### config.mk
export PLATFORM = sky130hd
export DESIGN_NAME = sram_march_bist
export DESIGN_NICKNAME = d
export VERILOG_FILES = /design/src/rtl/sram_bist_pkg.sv /design/src/rtl/sram_bist_cmp.sv /design/src/rtl/sram_march_bist.sv
export SDC_FILE = /design/constraint.sdc
export NUM_CORES = 1
export LEC_CHECK = 0
export ABC_AREA = 0
export CAP_MARGIN = 15
export CORE_ASPECT_RATIO = 0.9
export CORE_MARGIN = 1.5
export CORE_UTILIZATION = 50
export DETAILED_ROUTE_END_ITERATION = 10
export GPL_ROUTABILITY_DRIVEN = 1
export GPL_TIMING_DRIVEN = 0
export PLACE_DENSITY = 0.75
export SLEW_MARGIN = 20
export SYNTH_ARGS = -nofsm -noshare
export SYNTH_HDL_FRONTEND = slang
export SYNTH_SLANG_ARGS = --single-unit
### constraint.sdc
create_clock -name clk -period 6.1 [get_ports clk]
set_input_delay 1.22 -clock clk [delete_from_list [all_inputs] [get_ports clk]]
set_output_delay 1.22 -clock clk [all_outputs]
set_load 0.01 [all_outputs]
### src/rtl/sram_bist_pkg.sv
// Shared types and March C- tables for the SRAM BIST controller and its compare stage.
package sram_bist_pkg;

  typedef enum logic [1:0] {IDLE, RUN, DRAIN, DONE} state_e;

  typedef enum logic {RD = 1'b0, WR = 1'b1} op_e;

  localparam logic [2:0] E0 = 3'd0;
  localparam logic [2:0] E1 = 3'd1;
  localparam logic [2:0] E2 = 3'd2;
  localparam logic [2:0] E3 = 3'd3;
  localparam logic [2:0] E4 = 3'd4;
  localparam logic [2:0] E5 = 3'd5;

  // Bit i describes element i: descending order, read expects ~B, write stores ~B.
  localparam logic [5:0] ELEM_DOWN   = 6'b01_1000;
  localparam logic [5:0] ELEM_RD_INV = 6'b01_0100;
  localparam logic [5:0] ELEM_WR_INV = 6'b00_1010;

  localparam logic [7:0] BG_TABLE [4] = '{8'h00, 8'h55, 8'h33, 8'h0F};

  function automatic logic elem_two_op(input logic [2:0] e);
    return (e != E0) && (e != E5);
  endfunction

  function automatic op_e elem_first_op(input logic [2:0] e);
    return (e == E0) ? WR : RD;
  endfunction

endpackage

### src/rtl/sram_bist_cmp.sv
// Read-data checker: carries expected data and location one cycle beside each read,
// then compares against the macro output and holds the first mismatch.
module sram_bist_cmp
  import sram_bist_pkg::*;
#(
  parameter int ADDR_W = 10,
  parameter int DATA_W = 8
) (
  input  logic              clk,
  input  logic              rst,
  input  logic              clr_i,
  input  logic              rd_issue_i,
  input  logic [DATA_W-1:0] exp_i,
  input  logic [ADDR_W-1:0] addr_i,
  input  logic [2:0]        elem_i,
  input  logic [1:0]        bg_i,
  input  logic [DATA_W-1:0] rdata_i,
  output logic              fail_o,
  output logic [ADDR_W-1:0] fail_addr_o,
  output logic [2:0]        fail_elem_o,
  output logic [1:0]        fail_bg_o,
  output logic [DATA_W-1:0] fail_syn_o
);

  logic              vld_q;
  logic [DATA_W-1:0] exp_q;
  logic [ADDR_W-1:0] addr_q;
  logic [2:0]        elem_q;
  logic [1:0]        bg_q;
  logic [DATA_W-1:0] syn;
  logic              mismatch;

  assign syn      = exp_q ^ rdata_i;
  assign mismatch = vld_q && (syn != '0);

  // NOTE: payload registers carry no reset; vld_q alone decides whether they are looked at.
  always_ff @(posedge clk) begin
    exp_q  <= exp_i;
    addr_q <= addr_i;
    elem_q <= elem_i;
    bg_q   <= bg_i;
  end

  // NOTE: sequential state uses non-blocking assignments so every register samples pre-edge values.
  always_ff @(posedge clk) begin
    if (rst) begin
      vld_q       <= 1'b0;
      fail_o      <= 1'b0;
      fail_addr_o <= '0;
      fail_elem_o <= E0;
      fail_bg_o   <= '0;
      fail_syn_o  <= '0;
    end else begin
      vld_q <= rd_issue_i;
      if (clr_i) begin
        fail_o      <= 1'b0;
        fail_addr_o <= '0;
        fail_elem_o <= E0;
        fail_bg_o   <= '0;
        fail_syn_o  <= '0;
      end else if (mismatch && !fail_o) begin
        fail_o      <= 1'b1;
        fail_addr_o <= addr_q;
        fail_elem_o <= elem_q;
        fail_bg_o   <= bg_q;
        fail_syn_o  <= syn;
      end
    end
  end

endmodule

### src/rtl/sram_march_bist.sv
// March C- BIST controller for the single-port SRAM BIST port.
// Define SRAM_BIST_BACKGROUNDS_EN to repeat the march over four data backgrounds.
module sram_march_bist
  import sram_bist_pkg::*;
#(
  parameter int ADDR_W = 10,
  parameter int DATA_W = 8
) (
  input  logic              clk,
  input  logic              rst,
  input  logic              start,
  output logic              busy,
  output logic              done,
  output logic              fail,
  output logic [ADDR_W-1:0] fail_addr,
  output logic [2:0]        fail_elem,
  output logic [1:0]        fail_bg,
  output logic [DATA_W-1:0] fail_syn,
  output logic              bist_en,
  output logic              bist_men,
  output logic              bist_wen,
  output logic              bist_ren,
  output logic [ADDR_W-1:0] bist_addr,
  output logic [DATA_W-1:0] bist_din,
  output logic [DATA_W-1:0] bist_bm,
  input  logic [DATA_W-1:0] sram_dout
);

`ifdef SRAM_BIST_BACKGROUNDS_EN
  localparam logic [1:0] BG_LAST = 2'd3;
`else
  localparam logic [1:0] BG_LAST = 2'd0;
`endif
  localparam logic [ADDR_W-1:0] ADDR_MAX = '1;

  function automatic logic [DATA_W-1:0] bg_word(input logic [1:0] idx);
    logic [7:0]        pat;
    logic [DATA_W-1:0] w;
    pat = BG_TABLE[idx];
    for (int i = 0; i < DATA_W; i++) w[i] = pat[i % 8];
    return w;
  endfunction

  state_e            state_q;
  logic [2:0]        elem_q, elem_d;
  logic [ADDR_W-1:0] addr_q, addr_d;
  op_e               op_q, op_d;
  logic [1:0]        bg_q, bg_d;
  logic              last_op;
  logic [ADDR_W-1:0] end_addr;
  logic [DATA_W-1:0] bg_word_d, wr_data, exp_data;
  logic              busy_q, done_q;
  logic              en_q, men_q, wen_q, ren_q;
  logic [ADDR_W-1:0] baddr_q;
  logic [DATA_W-1:0] din_q, bm_q;
  logic [1:0]        cmp_bg;

  assign end_addr  = ELEM_DOWN[elem_q] ? '0 : ADDR_MAX;
  assign bg_word_d = bg_word(bg_d);
  assign wr_data   = ELEM_WR_INV[elem_d] ? ~bg_word_d : bg_word_d;
  assign exp_data  = ELEM_RD_INV[elem_q] ? ~bg_word(bg_q) : bg_word(bg_q);

  // Successor of the op currently on the bus.
  // NOTE: every output of this block gets a default first so no latch is inferred.
  always_comb begin
    elem_d  = elem_q;
    addr_d  = addr_q;
    op_d    = op_q;
    bg_d    = bg_q;
    last_op = 1'b0;
    if (op_q == RD && elem_two_op(elem_q)) begin
      op_d = WR;
    end else if (addr_q == end_addr) begin
      if (elem_q == E5) begin
        if (bg_q == BG_LAST) begin
          last_op = 1'b1;
        end else begin
          bg_d   = bg_q + 2'd1;
          elem_d = E0;
          addr_d = '0;
          op_d   = WR;
        end
      end else begin
        elem_d = elem_q + 3'd1;
        addr_d = ELEM_DOWN[elem_d] ? ADDR_MAX : '0;
        op_d   = elem_first_op(elem_d);
      end
    end else begin
      addr_d = ELEM_DOWN[elem_q] ? addr_q - 1'b1 : addr_q + 1'b1;
      op_d   = elem_first_op(elem_q);
    end
  end

  always_ff @(posedge clk) begin
    if (rst) begin
      state_q <= IDLE;
      elem_q  <= E0;
      addr_q  <= '0;
      op_q    <= WR;
      bg_q    <= '0;
      busy_q  <= 1'b0;
      done_q  <= 1'b0;
      en_q    <= 1'b0;
      men_q   <= 1'b0;
      wen_q   <= 1'b0;
      ren_q   <= 1'b0;
      baddr_q <= '0;
      din_q   <= '0;
      bm_q    <= '0;
    end else begin
      case (state_q)
        IDLE: begin
          if (start) begin
            state_q <= RUN;
            busy_q  <= 1'b1;
            done_q  <= 1'b0;
            elem_q  <= E0;
            addr_q  <= '0;
            op_q    <= WR;
            bg_q    <= '0;
            en_q    <= 1'b1;
            men_q   <= 1'b1;
            wen_q   <= 1'b1;
            ren_q   <= 1'b0;
            baddr_q <= '0;
            din_q   <= bg_word(2'd0);
            bm_q    <= '1;
          end
        end
        RUN: begin
          if (last_op) begin
            state_q <= DRAIN;
            en_q    <= 1'b0;
            men_q   <= 1'b0;
            wen_q   <= 1'b0;
            ren_q   <= 1'b0;
            baddr_q <= '0;
            din_q   <= '0;
            bm_q    <= '0;
          end else begin
            elem_q  <= elem_d;
            addr_q  <= addr_d;
            op_q    <= op_d;
            bg_q    <= bg_d;
            wen_q   <= (op_d == WR);
            ren_q   <= (op_d == RD);
            baddr_q <= addr_d;
            din_q   <= (op_d == WR) ? wr_data : '0;
          end
        end
        DRAIN: begin
          state_q <= DONE;
          busy_q  <= 1'b0;
          done_q  <= 1'b1;
        end
        DONE: begin
          if (!start) state_q <= IDLE;
        end
        default: state_q <= IDLE;
      endcase
    end
  end

`ifdef SRAM_BIST_BACKGROUNDS_EN
  assign cmp_bg = bg_q;
`else
  assign cmp_bg = 2'b00;
`endif

  sram_bist_cmp #(
    .ADDR_W(ADDR_W),
    .DATA_W(DATA_W)
  ) u_cmp (
    .clk        (clk),
    .rst        (rst),
    .clr_i      ((state_q == IDLE) && start),
    .rd_issue_i (ren_q),
    .exp_i      (exp_data),
    .addr_i     (addr_q),
    .elem_i     (elem_q),
    .bg_i       (cmp_bg),
    .rdata_i    (sram_dout),
    .fail_o     (fail),
    .fail_addr_o(fail_addr),
    .fail_elem_o(fail_elem),
    .fail_bg_o  (fail_bg),
    .fail_syn_o (fail_syn)
  );

  assign busy      = busy_q;
  assign done      = done_q;
  assign bist_en   = en_q;
  assign bist_men  = men_q;
  assign bist_wen  = wen_q;
  assign bist_ren  = ren_q;
  assign bist_addr = baddr_q;
  assign bist_din  = din_q;
  assign bist_bm   = bm_q;

endmodule
## Yosys cells after proc, flatten, opt, wreduce, memory -nomap -nowiden

Memory sizes are Yosys's and may differ from the RTL's. A register that Yosys moved wholly into a read port is not among the register bits.
Index checks and enable logic that the tools add are counted.

| cells by class | value |
|---|---|
| $add $sub $neg | 4 |
| magnitude comparators | 5 |
| equal/unequal tests | 10 |
| muxes and demuxes | 75 |
| bitwise logic cells | 7 |
| reductions and logical operators | 20 |

Operators by type and width:

| operator | number |
|---|---|
| two-way mux 10 bit | 10 |
| two-way mux 8 bit | 11 |
| case mux 10 bit (2 select lines) | 2 |
| binary-select mux 8 bit (select 2 bit) | 2 |
| case mux 8 bit (2 select lines) | 2 |
| two-way mux 3 bit | 10 |
| two-way mux 1 bit | 20 |
| two-way mux 2 bit | 9 |
| inverter 8 bit | 2 |
| less-than comparator 3 x 4 -> 1 bit (second input constant) | 3 |
| case mux 1 bit (2 select lines) | 6 |
| adder 10 x 1 -> 10 bit (second input constant) | 1 |
| == test 10 bit | 1 |
| subtractor 10 x 1 -> 10 bit (second input constant) | 1 |
| AND reduction 3 bit | 3 |
| inequality test 2 bit (second input constant) | 4 |
| case mux 2 bit (4 select lines) | 1 |
| nonzero test 8 bit | 1 |
| bitwise XOR 8 bit | 1 |
| greater-or-equal comparator 3 bit (second input constant) | 2 |
| logical NOT 3 bit | 2 |
| inverter 2 -> 3 bit | 2 |
| case mux 3 bit (2 select lines) | 1 |
| logical AND 1 bit | 5 |
| other kinds (14) | 19 |

| storage, ports and cells | value |
|---|---|
| bits in registers | 93 |
| ROM bits | 32 |
| input port bits | 11 |
| logic and storage cells | 146 |
| memories | 4 |

Memories:

| memory | depth | width | rd ports | clocked after Yosys merged registers in | wr ports | line | text |
|---|---|---|---|---|---|---|---|
| (name not given) | 8 | 1 | 1 | 1 | 0 | sram_march_bist.sv:89 | `addr_d = ELEM_DOWN[elem_q] ? addr_q - 1'b1 : addr_q + 1'b1;` |
| (name not given) | 8 | 1 | 1 | 0 | 0 | sram_march_bist.sv:85 | `addr_d = ELEM_DOWN[elem_d] ? ADDR_MAX : '0;` |
| (name not given) | 8 | 1 | 1 | 1 | 0 | sram_march_bist.sv:61 | `assign exp_data = ELEM_RD_INV[elem_q] ? ~bg_word(bg_q) : bg_word(bg_q);` |
| (name not given) | 8 | 1 | 1 | 0 | 0 | sram_march_bist.sv:60 | `assign wr_data = ELEM_WR_INV[elem_d] ? ~bg_word_d : bg_word_d;` |

## Depth between registers and ports, before layout

| logic depth | value |
|---|---|
| depth after elaboration | 15 |
| gate-level depth with buffers | 9 |
| gate-level depth less buffers | 9 |

## Hierarchy

From an unflattened synthesis, not the netlist that was laid out.

| unflattened totals | value |
|---|---|
| cell total of the unflattened synthesis | 500 |
| area total of the unflattened synthesis | 4,490.6 sq um |

By module, submodules not included:

| module | times used | cells an instance | area each (sq um) | seq. area each (sq um) |
|---|---|---|---|---|
| sram_march_bist | 1 | 361 | 2,970.3 | 860.8 |
| sram_bist_cmp | 1 | 139 | 1,520.2 | 960.9 |

## Worst setup path after synthesis

No wires, ideal clock.

| timing | value |
|---|---|
| path kind | register to register |
| from | reg with a tool-made name |
| to | reg din_q[4] (netlist: bist_din[4]) |
| library setup time | 0.117 ns |
| arrival time | 2.517 ns |
| data required time | 5.983 ns |
| path slack | 3.466 ns |
| cell stages (with the launch flop) | 10 |
| path through | dfxtp_1 > ha_1 > and4_1 > o211ai_4 > nor2_2 > mux2i_2 > inv_1 > ha_1 > xor2_1 > a22o_1 |

RTL lines:

| what | line | text |
|---|---|---|
| end signal, assigned | sram_march_bist.sv:126 | `din_q <= bg_word(2'd0);` |
| end signal, assigned | sram_march_bist.sv:148 | `din_q <= (op_d == WR) ? wr_data : '0;` |
| end, declared | sram_march_bist.sv:55 | `logic [DATA_W-1:0] din_q, bm_q;` |

## Final worst setup path

| timing | value |
|---|---|
| from | in start |
| to | reg din_q[4] (netlist: bist_din[4]) |

| on the way | value |
|---|---|
| word-level cells in the longest chain between the ends | 2 |

Ends and longest elaborated chain:

| what | line | text |
|---|---|---|
| start, declared | sram_march_bist.sv:11 | `input logic start,` |
| inequality test 2 bit (no source line) | - |  |
| AND reduction 2 bit (no source line) | - |  |

No other way between the ends.
A chain may end at the register's enable or synchronous reset.

==> flow_metrics.env <==
export IMPL_use_met2_pct=37.1
export IMPL_layout_drive_gt1_share_pct=9.42
export IMPL_ys_types=67
export IMPL_root_buffer="clkbuf_8"
export IMPL_ctsHtreeMaxLevel=3
export IMPL_finalWirelength_um=10100
export IMPL_slowest_delay_ns=0.76
export IMPL_dp_hpwl_um=7510
export IMPL_rr_endpoint="bist_din[4]"
export IMPL_top_usage_layer="met2"
export IMPL_dp_cells=614
export IMPL_drv_cap=0
export IMPL_worstRegToRegCells=9
export IMPL_synth_top_area_cell="dfxtp_1"
export IMPL_grt_pass1_vias=3363
export IMPL_firstDrtPassIters=5
export IMPL_syn_to_final_growth_pct=23.1
export IMPL_grt_pass1_wl_um=16800
export IMPL_grtUsageMet1_pct=31.5
export IMPL_fillers=735
export IMPL_grt_ovfl_total=0
export IMPL_avgSynthCellArea_sq_um=9.44
export IMPL_power_density_nw_per_um2=277
export IMPL_synth_main_ff_cell="dfxtp_1"
export IMPL_critPathBufInv=2
export IMPL_hold_viol_final=0
export IMPL_numCtsBuffers=9
export IMPL_drt_initial_drc_count=253
export IMPL_p_leak_nw=2.08
export IMPL_antenna_left=0
export IMPL_finalCriticalPeriod_ns=3.22
export IMPL_synth_top_area_share_pct=41.0
export IMPL_layoutNonFillerInstCount=630
export IMPL_max_slew_margin_pct=38.9
export IMPL_clock_latency_ns=0.36
export IMPL_dieArea_sq_um=9060
export IMPL_post_cts_setup_buffer_count=0
export IMPL_syn_inst=450
export IMPL_clkTransAtPathRegs_ns=0.09
export IMPL_crit_start="start"
export IMPL_dr_total_vias=3579
export IMPL_rsz0062_at_grt="no"
export IMPL_status="finished clean"
export IMPL_cp_cell_sequence="clkdlybuf4s50_1 -> mux2i_1 -> nor2b_1 -> clkbuf_1 -> a22o_1"
export IMPL_end_kind="flop"
export IMPL_crit_path_max_fanout=10
export IMPL_antenna_found_initial=0
export IMPL_dieWidth_um=100
export IMPL_final_common_cell="dfxtp_1"
export IMPL_cts_buffer_depth=2
export IMPL_diodes=0
export IMPL_slew_violations=0
export IMPL_crit_required_ns=6.41
export IMPL_yosysWarnings=0
export IMPL_grt_max_degree=17
export IMPL_cp_slowest_cell="mux2i_1"
export IMPL_start_kind="input port"
export IMPL_via_per_inst=5.68
export IMPL_gr_usage_met3_pct=4.88
export IMPL_initial_core_util_pct=52.1
export IMPL_synth_seq_cells=87
export IMPL_final_cell_mix="dfxtp_1 (87), clkdlybuf4s50_1 (64), nor2_1 (41)"
export IMPL_critPathTopFamily="buffers and inverters"
export IMPL_ioPinCount=67
export IMPL_hold_class="reg -> reg"
export IMPL_async_flop_share_pct=0
export IMPL_synth_area_top_cells="dfxtp_1 (41%), ha_1 (8.0%), mux2i_1 (4.2%), nor2_1 (3.6%), xnor2_1 (3.1%)"
export IMPL_worstMarginPinSlew_ns=0.892
export IMPL_drcViolationCount=0
export IMPL_crit_type="in -> reg"
export IMPL_min_period_over_period_pct=52.8
export IMPL_clock_skew_final_ns=0.0109
export IMPL_core_area_sq_um=8150
export IMPL_cp_depth=5
export IMPL_cp_arrival_ns=3.52
export IMPL_peakVddDrop_uv=129
export IMPL_tns_ns=0
export IMPL_synth_edff_count=0
export IMPL_rows=31
export IMPL_seq_area_frac_synth_pct=41.0
export IMPL_setup_violations=0
export IMPL_maxClockFrequency_ghz=0.311
export IMPL_cts_num_sinks=87
export IMPL_track_usage_pct=23.4
export IMPL_synth_area_sq_um=4250
export IMPL_die_h_um=90.4
export IMPL_post_cts_resized=0
export IMPL_final_nets=565
export IMPL_wl_per_cell_um=16.0
export IMPL_port_buffers=64
export IMPL_crit_end="bist_din[4]"
export IMPL_cts_tree="yes"
export IMPL_r2r_slack_ns=3.03
export IMPL_gp_congestion=0.882
export IMPL_holdBufCountCts=0
==> area by class of cell <==
class                   instances  area, sq um  area share [%]
clock inverters                 6         75.1            1.44
well taps                      99          124            2.37
clock buffers                  10          138            2.63
repair buffers                 64          641            12.3
flip-flops and latches         87         1740            33.3
multi-input cells             318         2280            43.7
plain buffers                  29          163            3.11
inverters                      17         63.8            1.22
==> state kept, by name, summed over array words and instances, names as in the netlist, 2 cells and up, named ones only <==
signal and count:
u_cmp.fail_syn_o 8, u_cmp.addr_q 10, elem_q 3, u_cmp.fail_elem_o 3
state_q 2, bist_din 8, bg_q 2, u_cmp.exp_q 8
addr_q 10, bist_addr 10, u_cmp.elem_q 3, u_cmp.fail_addr_o 10
==> Yosys cell counts (all sizes together) (3+ instances only) <==
cell type	n
nor2b	7
a211oi	13
o21ai	16
a22o	11
mux2i	20
a2bb2oi	3
a21boi	4
inv	17
nand4	3
a221oi	5
xor2	10
dfxtp	87
xnor2	15
o21a	3
o211ai	8
clkbuf	12
a31oi	3
buf	17
nand3	10
and3	3
nor3	6
ha	27
nand2b	5
a21o	10
nand2	31
nor2	42
a21oi	26
==> cells by family (layout without fill, tap and decap cells) <==
kind of cell / after synthesis / in the layout / synth area share, %
AND/OR/NAND/NOR: 123 / 123 / 14.2
AO/OA/AOI/OAI: 119 / 119 / 20.7
flip-flops: 87 / 87 / 41.0
buffers and inverters: 46 / 126 / 5.33
adder cells (fa/ha/maj): 28 / 28 / 8.43
XOR/XNOR: 25 / 25 / 5.16
multiplexers: 21 / 21 / 5.16
other: 1 / 2 / 0.0883
==> worst min path at each step <==
stage                start             end  depth (start not counted)
2_1_floorplan  exp_data[7]  u_cmp.exp_q[7]                          0
3_3_place_gp   exp_data[7]  u_cmp.exp_q[7]                          0
3_5_place_dp   exp_data[7]  u_cmp.exp_q[7]                          0
4_1_cts        exp_data[7]  u_cmp.exp_q[7]                          0
5_1_grt        exp_data[7]  u_cmp.exp_q[7]                          0
6_report       exp_data[7]  u_cmp.exp_q[7]                          0
==> metrics by stage <==
stage	area, sq um	hold slack, ns	total power (W)	util [%]	setup WS (ns)
3_5_place_dp	5010	0.344	0.00103	61.6	2.49
3_3_place_gp	5010	0.338	0.00102	61.6	2.56
6_report	5230	0.357	0.00145	64.2	2.88
4_1_cts	5230	0.356	0.00146	64.2	2.89
2_1_floorplan	4250	0.329	0.000878	-	3.47
5_1_grt	5230	0.365	0.00152	64.2	2.66
==> power by group <==
| group | internal, W | switching (W) |
|---|---|---|
| Sequential | 0.000594 | 0.0000301 |
| Clock | 0.000208 | 0.000220 |
| Combinational | 0.000178 | 0.000220 |
| Total | 0.000980 | 0.000470 |
==> per-layer routing <==
layer	share of wire (%)	vias up
met3	5.0	22
met4	1.9	0
met1	46	1684
met5	0	-
li1	-	1748
met2	47	125
No activity file was read; power rests on OpenSTA's default activity.
